<file path="src/rtl/cpu_ctrl_seq.sv">
// cpu_ctrl_seq: instruction-sequencing controller for the 8-phase accumulator CPU.
//
// The controller steps a 3-bit phase counter through fetch, decode and execute. It
// decodes the datapath strobes from the registered phase, the mode and the opcode.
// It adds four features:
//   - a memory-ready handshake that stalls the phase during wait states
//   - a sticky bus-timeout error
//   - a resumable halt
//   - trapping of illegal opcodes
//
// Optional feature macro: CPU_CTRL_SINGLE_STEP_EN
//   When defined, the design adds a 'step' input and a PAUSED mode. Every instruction
//   completion (P7 -> P0) parks in PAUSED. A step pulse starts the next instruction.
//   Reset also enters PAUSED.
//
// Ports:
//   clk      rising-edge clock
//   rst_     synchronous active-low reset
//   opcode   current IR opcode (only the low 3 bits encode ops)
//   zero     accumulator-zero flag
//   mem_rdy  memory access completes this cycle
//   resume   single-cycle pulse that releases HALTED
//   step     (single-step build only) starts the next instruction from PAUSED
//   rd, wr, ld_ir, ld_ac, ld_pc, inc_pc, data_e, sel   datapath strobes
//   halt     CPU halted (HALTED or ERROR)
//   phase    current phase
//   stall    phase held awaiting mem_rdy
//   bus_err  sticky memory timeout error
//   illegal  sticky illegal-opcode flag
module cpu_ctrl_seq #(
    parameter int unsigned OPC_W    = 3,
    parameter int unsigned WAIT_MAX = 15
) (
    input  logic             clk,
    input  logic             rst_,
    input  logic [OPC_W-1:0] opcode,
    input  logic             zero,
    input  logic             mem_rdy,
    input  logic             resume,
`ifdef CPU_CTRL_SINGLE_STEP_EN
    input  logic             step,
`endif
    output logic             rd,
    output logic             wr,
    output logic             ld_ir,
    output logic             ld_ac,
    output logic             ld_pc,
    output logic             inc_pc,
    output logic             data_e,
    output logic             sel,
    output logic             halt,
    output logic [2:0]       phase,
    output logic             stall,
    output logic             bus_err,
    output logic             illegal
);

    typedef enum logic [1:0] {
        ModeRun,
        ModeHalted,
        ModeError,
        ModePaused
    } mode_e;

    localparam logic [2:0] OpHlt = 3'd0;
    localparam logic [2:0] OpSkz = 3'd1;
    localparam logic [2:0] OpAdd = 3'd2;
    localparam logic [2:0] OpAnd = 3'd3;
    localparam logic [2:0] OpXor = 3'd4;
    localparam logic [2:0] OpLda = 3'd5;
    localparam logic [2:0] OpSto = 3'd6;
    localparam logic [2:0] OpJmp = 3'd7;

    localparam logic [7:0] WaitMax = 8'(WAIT_MAX);

`ifdef CPU_CTRL_SINGLE_STEP_EN
    localparam mode_e ResetMode = ModePaused;
`else
    localparam mode_e ResetMode = ModeRun;
`endif

    mode_e      mode_q, mode_d;
    logic [2:0] phase_q, phase_d;
    logic [7:0] wait_q, wait_d;
    logic       bus_err_q, bus_err_d;
    logic       illegal_q, illegal_d;

    logic       illegal_op;
    logic [2:0] op;
    logic       alu_op;
    logic       is_sto;
    logic       mem_phase;
    logic       stall_run;

    // Any opcode bit above bit 2 marks the opcode as illegal.
    if (OPC_W > 3) begin : g_wide_opc
        assign illegal_op = |opcode[OPC_W-1:3];
    end else begin : g_narrow_opc
        assign illegal_op = 1'b0;
    end

    // An illegal opcode executes as HLT, so it also suppresses the ALU strobes.
    assign op     = illegal_op ? OpHlt : opcode[2:0];
    assign alu_op = (op == OpAdd) || (op == OpAnd) || (op == OpXor) || (op == OpLda);
    assign is_sto = (op == OpSto);

    assign mem_phase = (phase_q == 3'd2) || ((phase_q == 3'd7) && (alu_op || is_sto));
    assign stall_run = (mode_q == ModeRun) && mem_phase && !mem_rdy;

    // Strobe decode
    always_comb begin
        rd     = 1'b0;
        wr     = 1'b0;
        ld_ir  = 1'b0;
        ld_ac  = 1'b0;
        ld_pc  = 1'b0;
        inc_pc = 1'b0;
        data_e = 1'b0;
        sel    = 1'b0;
        if (mode_q == ModeRun) begin
            unique case (phase_q)
                3'd0: sel = 1'b1;
                3'd1: begin
                    sel = 1'b1;
                    rd  = 1'b1;
                end
                3'd2, 3'd3: begin
                    sel   = 1'b1;
                    rd    = 1'b1;
                    ld_ir = 1'b1;
                end
                3'd4: inc_pc = 1'b1;
                3'd5: rd = alu_op;
                3'd6: begin
                    rd     = alu_op;
                    data_e = is_sto;
                end
                3'd7: begin
                    rd     = alu_op;
                    ld_ac  = alu_op;
                    data_e = is_sto;
                    wr     = is_sto;
                    ld_pc  = (op == OpJmp);
                    inc_pc = (op == OpSkz) && zero;
                end
                default: ;
            endcase
        end else if (mode_q == ModePaused) begin
            sel = 1'b1;
        end
    end

    assign halt    = (mode_q == ModeHalted) || (mode_q == ModeError);
    assign phase   = phase_q;
    assign stall   = stall_run;
    assign bus_err = bus_err_q;
    assign illegal = illegal_q;

    // Next-state logic
    always_comb begin
        mode_d    = mode_q;
        phase_d   = phase_q;
        wait_d    = wait_q;
        bus_err_d = bus_err_q;
        illegal_d = illegal_q;
        unique case (mode_q)
            ModeRun: begin
                if (stall_run) begin
                    // A wait state at the limit with no ready is fatal. If mem_rdy
                    // arrives on the limit cycle, the access still completes.
                    if (wait_q == WaitMax) begin
                        mode_d    = ModeError;
                        bus_err_d = 1'b1;
                    end else begin
                        wait_d = wait_q + 8'd1;
                    end
                end else begin
                    wait_d = 8'd0;
                    if ((phase_q == 3'd4) && (op == OpHlt)) begin
                        mode_d    = ModeHalted;
                        phase_d   = 3'd5;
                        illegal_d = illegal_q | illegal_op;
                    end else begin
                        phase_d = phase_q + 3'd1;
`ifdef CPU_CTRL_SINGLE_STEP_EN
                        if (phase_q == 3'd7) begin
                            mode_d = ModePaused;
                        end
`endif
                    end
                end
            end
            ModeHalted: begin
                if (resume) begin
                    mode_d = ModeRun;
                end
            end
            ModeError: ;
            ModePaused: begin
`ifdef CPU_CTRL_SINGLE_STEP_EN
                if (step) begin
                    mode_d  = ModeRun;
                    phase_d = 3'd1;
                end
`endif
            end
            default: mode_d = ModeError;
        endcase
    end

    always_ff @(posedge clk) begin
        if (!rst_) begin
            mode_q    <= ResetMode;
            phase_q   <= 3'd0;
            wait_q    <= 8'd0;
            bus_err_q <= 1'b0;
            illegal_q <= 1'b0;
        end else begin
            mode_q    <= mode_d;
            phase_q   <= phase_d;
            wait_q    <= wait_d;
            bus_err_q <= bus_err_d;
            illegal_q <= illegal_d;
        end
    end

endmodule

</file>
<file path="config.mk">
export PLATFORM = sky130hd
export DESIGN_NAME = cpu_ctrl_seq
export DESIGN_NICKNAME = d
export VERILOG_FILES = /design/src/rtl/cpu_ctrl_seq.sv
export SDC_FILE = /design/constraint.sdc
export NUM_CORES = 1
export LEC_CHECK = 0
export BUFFER_PORTS_ARGS = -buffer_cell sky130_fd_sc_hd__buf_2
export CAP_MARGIN = 5
export CORE_MARGIN = 2
export CORE_UTILIZATION = 23
export CTS_BUF_LIST = sky130_fd_sc_hd__clkbuf_2 sky130_fd_sc_hd__clkbuf_4 sky130_fd_sc_hd__clkbuf_8
export DETAILED_ROUTE_END_ITERATION = 7
export PLACE_DENSITY_LB_ADDON = 0.12
export SLEW_MARGIN = 20
export SYNTH_ARGS = -nofsm -noshare
export SYNTH_HDL_FRONTEND = slang
export SYNTH_SLANG_ARGS = --single-unit
</file>
<file path="constraint.sdc">
create_clock -name clk -period 1.8 [get_ports clk]
set_input_delay 0.09 -clock clk [delete_from_list [all_inputs] [get_ports clk]]
set_output_delay 0.09 -clock clk [all_outputs]
set_load 0.05 [all_outputs]
</file>
* Word-level counts from Yosys, hierarchy flattened *
Cells that the tools add are included.

cells by class
  add/sub/neg operators = 2
  equality and inequality tests = 22
  multiplexer cells = 25
  bitwise logic cells = 1
  reduce and logical (&&, ||, !) cells = 25

operators with widths
  cell                                                                     count
  3-bit == test, second input constant                                     8
  8-bit two-way mux                                                        2
  1-bit two-way mux                                                        15
  3-bit by 2-bit == test with 1-bit output, second input constant          4
  8-bit by 1-bit adder with 8-bit output, second input constant            1
  8-bit by 4-bit == test with 1-bit output, second input constant          1
  2-bit two-way mux                                                        4
  3-bit by 1-bit == test with 1-bit output, second input constant          2
  3-bit logical NOT                                                        2
  1-bit logical OR                                                         6
  3-bit by 2-bit inequality test with 1-bit output, second input constant  2
  3-bit OR reduction                                                       2
  1-bit logical AND                                                        5
  2-bit == test, second input constant                                     2
  2-bit inequality test, second input constant                             2
  1-bit case mux with 2 select lines                                       2
  2-bit case mux with 2 select lines                                       1
  2-bit AND reduction                                                      2
  4-bit AND reduction                                                      1
  2-bit OR reduction                                                       2
  4-bit OR reduction                                                       1
  3-bit by 1-bit adder with 3-bit output, second input constant            1
  3-bit two-way mux                                                        1
  3-bit AND reduction                                                      1
  other kinds (5)                                                          5

storage, ports and cells
  register bits = 14
  input bits = 8
  output and inout bits = 15
  logic and storage cells = 79

* Logic depth before layout (Yosys ltp) *
Gate-level depths: netlist (run 1).

  word-level depth = 11
  gate-level depth with buffers = 8
  depth with buffers taken out = 8

* Worst setup path before layout (run 1) *
No wires, ideal clock.

  kind = register to output
  start = reg phase_q[1], in the netlist phase[1]
  end = out rd
  arrival time = 2.427 ns
  required time = 1.710 ns
  path slack = -0.717 ns
  cell stages (with the launch flop) = 6
  path buffers = 0
  cell sequence = dfxtp_1 > ha_1 > nor2_1 > o21ai_0 > o31ai_1 > a21boi_0

on the way
  word-level cells in the longest chain between the ends = 4
  elaborated cells between the ends (all ways) = 10
  those cells by class = eq/ne (6); mux (2); reduce/logical (2)

RTL lines
  item                                         line  RTL
  start: declaration                           83    logic [2:0] phase_q, phase_d;
  start signal: assignment                     220   phase_q <= phase_d;
  3-bit == test, or another cell as far along  121   unique case (phase_q)
  3-bit OR reduction (no line)                 n/a
  1-bit case mux with 2 select lines *         121
  1-bit two-way mux *                          120   if (mode_q == ModeRun) begin
  end: declaration                             43    output logic rd,

Mark *: on every way between the ends. The rest lies on a longest branch, timed or not.

* Worst setup path in the final report (run 1) *
  start = reg phase_q[0], in the netlist phase[0]
  end = out stall

on the way
  word-level cells in the longest chain between the ends = 5
  elaborated cells between the ends (all ways) = 6
  those cells by class = eq/ne (2); reduce/logical (4)

RTL lines
  item                              line  RTL
  3-bit == test                     107   assign mem_phase = (phase_q == 3'd2) || ((phase_q == 3'd7) && (alu_op || is_sto));
  1-bit logical AND                 107
  1-bit logical OR *                107
  1-bit logical AND * (2 in a row)  108   assign stall_run = (mode_q == ModeRun) && mem_phase && !mem_rdy;
  end: declaration                  53    output logic stall,

Marked as above.

==> key figures, run 1 <==
GRT
  – Vias in the first global route: 907
  – Global route overflow: 0
  – Busiest layer in global routing: met2
  – Met2 usage: about 20%
  – Largest net degree at the start of global routing: 10
  – Met3 Track Usage GR: just under 2%
  – Initial antenna violation count: 0
  – GRT Overall Usage: 11.6%
  – Global-route wire length before repair: between 4000 and 5000 um
  – M1 GR Usage: around 15%

Synthesis
  – Post-synth top area share: 29.1%
  – Synthesized flop and latch total: 14
  – Yosys top cell by area: dfxtp_1
  – Post-synthesis sequential area ratio: between 20% and 30%
  – Synth warn: 0
  – Ranking of synthesized cells by area: dfxtp_1 (29%), ha_1 (13%), nor2_1 (6.2%)
  – Mapped Nets: 139
  – Average size of a mapped cell: ~8.0 sq um
  – Post-synthesis cell area: approximately 960 sq um
  – Synthesized instance count: about 120
  – Synth cell types: 38

Worst setup path
  – Slowest-stage cell, CP: dfxtp_4
  – Critical path launch point type: register
  – Critical path endpoint category: primary output
  – FF-to-FF path depth: 7
  – Reg2reg start: phase[0]
  – Most repeated library cell on the critical path: ha_4
  – Data required, critical path: around 1.7 ns
  – WS Path Type: register to primary output
  – Delay-heaviest family, CP: flip-flops
  – CP arrival: about 1.7 ns
  – Critical path origin: phase[0]
  – Worst Path Buf+Inv: 3
  – CP Max Fanout: 5
  – Slowest stage delay, CP: between 0.3 and 0.4 ns
  – Critical path depth: 8
  – Crit path cell chain: ha_4 -> ha_4 -> nand2b_4 -> o32ai_4 -> nand2_2 -> buf_6 -> clkinvlp_4 -> buf_8

STA
  – Highest clock rate: between 500 and 600 MHz
  – Setup violations, final: 0
  – Max-slew violation count: 0
  – Setup TNS: 0 ns
  – RSZ-0062 raised after global routing: yes
  – Fin crit share: roughly 99%
  – Clock Skew: 0.00106 ns
  – Fin crit period: roughly 1.8 ns
  – Fin. Hold Viols: 0
  – Final hold slack: around 0.14 ns

Cells and area
  – Final-stage net count: between 150 and 200
  – Share of cells above drive strength 1: a little under two fifths
  – Synth-to-layout area growth: 42.8%
  – Filler cells: roughly 450
  – Number of diodes: 0

Clock network
  – CTS tree: yes
  – H-tree depth: 1
  – Clk_lat worst skew: roughly 0.24 ns
  – TritonCTS buffer count: 3
  – Clk buf depth: 2
  – Clk sink count: 14
  – Root buffer cell: clkbuf_8
  – Post-CTS Hold Buffers: 0
  – CTS clock-pin slew for the worst setup and hold paths: 0.06 ns

Pwr
  – Peak supply drop: between 400 and 500 uV
  – P_leak: about 0.54 nW
  – Pwr dens: approximately 1400 nW/um^2

Place
  – I/O Buffers: 21
  – DP HPWL: approximately 2000 um
  – Final GP Congestion: 0.740

Routing
  – WL/cell: roughly 12 um
  – Vias per cell: between 4 and 5
  – DRT iter0 DRCs: 30
  – Routed Antenna Nets: 0
  – Via count: 954
  – Final WL: 2480 um
  – Number of remaining DRC errors: 0
  – Drt first pass iters: 4

Die
  – CORE AREA: between 4000 and 5000 sq um
  – Std-Cell Rows: 23
  – # IOs: 23
  – Die ar.: approximately 4700 sq um
  – Initial Util: around a quarter
  – Die Ht: 68.8 um
  – Die Width: 68.8 um

Outcome
  – Status: finished, final reports clean

Worst hold path
  – Worst Hold Depth: 2
  – Worst Min Path Start: rst_
  – Hold Crit Class: primary input to register

Job
  – Max_cap viols: 0
## layer usage
| layer | wire, um | share of wire, % |
|---|---|---|
| met4 | 36 | 1.5 |
| met1 | 1120 | 45 |
| met5 | 0 | 0 |
| met2 | 1160 | 47 |
| met3 | 156 | 6.3 |
## report_power, final
part	leakage (nW)	internal, W	switching [W]
registers	0.115	0.000362	0.0000529
clock network	0.0231	0.000151	0.000110
logic	0.403	0.000433	0.000794
total	0.541	0.000946	0.000957
## what timing repair did
| item | in CTS | in global routing |
|---|---|---|
| setup endpoints to repair | 6 | 10 |
| gates resized for setup | 5 | 7 |
| pin swaps | 1 | 1 |
| buffers inserted | 0 | 3 |
## Yosys cell counts
| cell type | number |
|---|---|
| a211oi_1 | 2 |
| a21boi_0 | 3 |
| a21o_1 | 1 |
| a21oi_1 | 5 |
| a221oi_1 | 1 |
| a22oi_1 | 1 |
| a31oi_1 | 1 |
| a32oi_1 | 1 |
| and2_1 | 1 |
| and3_4 | 1 |
| buf_4 | 1 |
| clkbuf_1 | 3 |
| clkinv_1 | 1 |
| conb_1 | 1 |
| dfxtp_1 | 14 |
| ha_1 | 10 |
| inv_1 | 8 |
| mux2_2 | 1 |
| nand2_1 | 11 |
| nand2_2 | 1 |
| nand2b_1 | 4 |
| nand3_1 | 7 |
| nand4_1 | 1 |
| nand4b_1 | 1 |
| nor2_1 | 16 |
| nor3_1 | 3 |
| nor4_1 | 1 |
| o211a_1 | 1 |
| o211ai_1 | 1 |
| o21a_1 | 1 |
| o21ai_0 | 5 |
| o31ai_1 | 4 |
| o32a_1 | 1 |
| o32ai_4 | 1 |
| o41ai_1 | 1 |
| or4_1 | 1 |
| xnor2_1 | 3 |
| xor2_1 | 1 |
## placed cells by master (no fill, tap or decap), drive strengths merged, types with 2 or more instances in the layout
cell and n:
a211oi 2, a21boi 3, a21oi 5, buf 30, clkbuf 4, clkinv 2
dfxtp 14, ha 10, inv 7, nand2 12, nand2b 4, nand3 7
nor2 16, nor3 3, o21ai 5, o31ai 4, xnor2 3
## sequential cells by signal, indices dropped and copies added (netlist names)
register	cells
wait_q	8
phase	3
mode_q	2
bus_err	1
## final cells by class
type	count	area, sq um	share of cell area (%)
Sequential cell	14	289	21.0
Inverter	9	37.5	2.72
Timing Repair Buffer	31	203	14.7
Tap cell	50	62.6	4.54
Clock buffer	3	41.3	3.00
Clock inverter	1	3.75	0.272
Multi-Input combinational cell	94	741	53.8
## final timing paths
| kind | end | slack, ns |
|---|---|---|
| max | stall | 0.01 |
| min | bus_err | 0.14 |
| max reg2reg | wait_q[3] | 0.03 |
| min reg2reg | bus_err | 0.46 |
## logic make-up (layout without fill, tap and decap cells)
group	count (synthesis)	after routing	synth area share (%)
and+or+nand+nor	48	48	23.7
buffers and inverters	13	44	5.45
other	1	1	0.389
adders and majority gates	10	10	13.0
DFF	14	14	29.1
xor gates and xnor gates	4	4	3.63
muxes	1	1	1.17
AOI/OAI and AO/OA	30	30	23.6
## stage by stage
step                      worst slack, ns  utilization (%)  instance area [sq um]  total power (W)  std cells
after floorplan                    -0.210                -                   1060          0.00129        121
after global placement             0.0858             31.2                   1260          0.00155        195
after detailed placement           0.0363             31.2                   1260          0.00156        195
after CTS                         -0.0384             32.7                   1320          0.00187        199
after global routing              -0.0874             34.2                   1380          0.00205        202
final                              0.0136             34.2                   1380          0.00190        202
(Power assumes the default switching activity.)
==> inputs of run 2 (changes only) <==
RECOVER_POWER = 100   (was default)
==> run 2 against run 1 <==
Net effect: sequential power about the same; largest power group unchanged; via count unchanged; combinational power is essentially flat; die area is the same; critical path depth unchanged; clock skew about the same.
==> key figures, run 2 (same netlist as run 1, synthesis figures left out) <==
Clock network
  – TritonCTS buffer count: 3 (unchanged)
  – CTS clock-pin slew for the worst setup and hold paths: 0.06 ns (about the same)
  – Post-CTS Hold Buffers: 0 (unchanged)
  – Clk sink count: 14 (unchanged)
  – CTS tree: yes (unchanged)
  – Root buffer cell: clkbuf_8 (unchanged)
  – Clk_lat worst skew: 0.24 ns (about the same)
  – H-tree depth: 1 (unchanged)
  – Clk buf depth: 2 (unchanged)

Cells and area
  – Share of cells above drive strength 1: 36.8% (was 37.5%)
  – Commonest cells after routing, fill and taps aside: buf_2 (17), nor2_1 (13), nand2_1 (11), dfxtp_1 (11), buf_4 (9) (was buf_2 (18), nor2_1 (13), nand2_1 (11), dfxtp_1 (11), buf_4 (9))
  – Number of diodes: 0 (unchanged)
  – Synth-to-layout area growth: 42.7% (was 42.8%)
  – Final-stage net count: 171 (unchanged)
  – Most common cell after layout, fill and taps aside: buf_2 (unchanged)
  – Multi-input logic area: 741 sq um (unchanged)
  – Top reg by flops: wait_q (unchanged)
  – Largest register FFs: 8 (unchanged)
  – Register area: 289 sq um (unchanged)
  – Filler cells: 447 (was 446)

Routing
  – Via count: 954 (unchanged)
  – Drt first pass iters: 4 (unchanged)
  – WL/cell: 12.3 um (about the same)
  – DRT iter0 DRCs: 30 (unchanged)
  – Vias per cell: 4.72 (unchanged)
  – Number of remaining DRC errors: 0 (unchanged)
  – Final WL: 2480 um (about the same)
  – Routed Antenna Nets: 0 (unchanged)

STA
  – Final hold slack: 0.140 ns (was 0.139 ns)
  – Fin. Hold Viols: 0 (unchanged)
  – Max-slew violation count: 0 (unchanged)
  – Clock Skew: 0.000936 ns (was 0.00106 ns)
  – RSZ-0062 raised after global routing: yes (unchanged)
  – Setup violations, final: 0 (unchanged)
  – Actual slew at the worst max-slew pin: just under 0.6 ns
  – Setup TNS: 0 ns (unchanged)
  – PnR worst setup slack: 0.0136 ns (unchanged)
  – Max_slew headroom: slightly above 60%
  – Fin crit period: 1.79 ns (unchanged)
  – Highest clock rate: 560 MHz (unchanged)
  – Fin crit share: 99.2% (unchanged)

Die
  – # IOs: 23 (unchanged)
  – Std-Cell Rows: 23 (unchanged)
  – Die ar.: 4730 sq um (unchanged)
  – CORE AREA: 4030 sq um (unchanged)
  – Die Ht: 68.8 um (unchanged)
  – Die Width: 68.8 um (unchanged)
  – Initial Util: 23.9% (unchanged)

GRT
  – GRT Overall Usage: 11.6% (unchanged)
  – Initial antenna violation count: 0 (unchanged)
  – Vias in the first global route: 907 (unchanged)
  – Global route overflow: 0 (unchanged)
  – Largest net degree at the start of global routing: 10 (unchanged)
  – Global-route wire length before repair: 4130 um (unchanged)

Job
  – Max_cap viols: 0 (unchanged)

Place
  – Setup Slack @ Placement: 0.0363 ns (unchanged)
  – Final GP Congestion: 0.740 (unchanged)
  – I/O Buffers: 21 (unchanged)
  – DP HPWL: 2000 um (unchanged)

Worst setup path
  – Most repeated library cell on the critical path: ha_4 (unchanged)
  – Slowest stage delay, CP: 0.37 ns (about the same)
  – CP arrival: 1.70 ns (about the same)
  – Critical path launch point type: register (unchanged)
  – Crit path cell chain: ha_4 -> ha_4 -> nand2b_4 -> o32ai_4 -> nand2_2 -> buf_6 -> clkinvlp_4 -> buf_8 (unchanged)
  – Data required, critical path: 1.71 ns (about the same)
  – CP Max Fanout: 5 (unchanged)
  – Slowest-stage cell, CP: dfxtp_4 (unchanged)
  – Critical path endpoint category: primary output (unchanged)
  – WS Path Type: register to primary output (unchanged)

Outcome
  – Status: finished, final reports clean (unchanged)

Worst hold path
  – Hold Crit Class: primary input to register (unchanged)

Pwr
  – Peak supply drop: 419 uV (about the same)
  – P_leak: 0.536 nW (was 0.541 nW)
  – Pwr dens: 1380 nW/um^2 (about the same)
-- run 2: cell count changes in the layout (fill, tap and decap cells not counted) --
cell      previous run  this run
clkbuf_1             0         1
buf_2               18        17
-- run 2: worst paths after layout --
check	from	endpoint	slack (ns)	depth (start not counted)
worst max-delay path	phase[0]	stall	0.01	8
worst min-delay path	rst_	bus_err	0.14	2
worst max register to register	phase[0]	wait_q[3]	0.03	7
worst min register to register	bus_err	bus_err	0.47	1
-- run 2: repair_timing --
| item | 4_1_cts | 5_1_grt |
|---|---|---|
| endpoints found under the setup margin | 6 | 10 |
| setup buffers | 0 | 3 |
| pin swaps | 1 | 1 |
| resized for setup | 5 | 7 |
| gates cloned | 0 | 0 |
-- run 2: where the power goes --
part	leakage (nW)	internal, W	switching, W
sequential	0.115	0.000362	0.0000529
combinational	0.398	0.000433	0.000794
clock	0.0231	0.000151	0.000110
-- run 2: area by class of cell --
| cell class | count | area share, % |
|---|---|---|
| inverters | 9 | 2.73 |
| clock inverters | 1 | 0.273 |
| clock buffers | 3 | 3.00 |
| well taps | 50 | 4.55 |
| flip-flops and latches | 14 | 21.0 |
| repair buffers | 31 | 14.6 |
| multi-input cells | 94 | 53.8 |
-- run 2: worst max-delay path: cells and delay by family (launching register included) --
family	cells	cell delay, ns
flops	1	0.37
fa+ha+maj	2	0.29
simple gates	2	0.15
compound gates	1	0.27
buf+inv	3	0.37
-- run 2: per-layer routing --
layer	GRT usage, %	vias to the layer above	part of all wire (%)
met5	0	-	0
met4	4.41	0	1.5
met3	1.95	4	6.3
met2	19.7	27	47
met1	14.6	434	45
li1	-	489	-
-- run 2: stage by stage --
step           utilization [%]  total power [W]  area, sq um  std cells
2_1_floorplan                -          0.00129         1060        121
3_3_place_gp              31.2          0.00155         1260        195
3_5_place_dp              31.2          0.00156         1260        195
4_1_cts                   32.7          0.00187         1320        199
5_1_grt                   34.2          0.00205         1380        202
6_report                  34.2          0.00190         1380        202
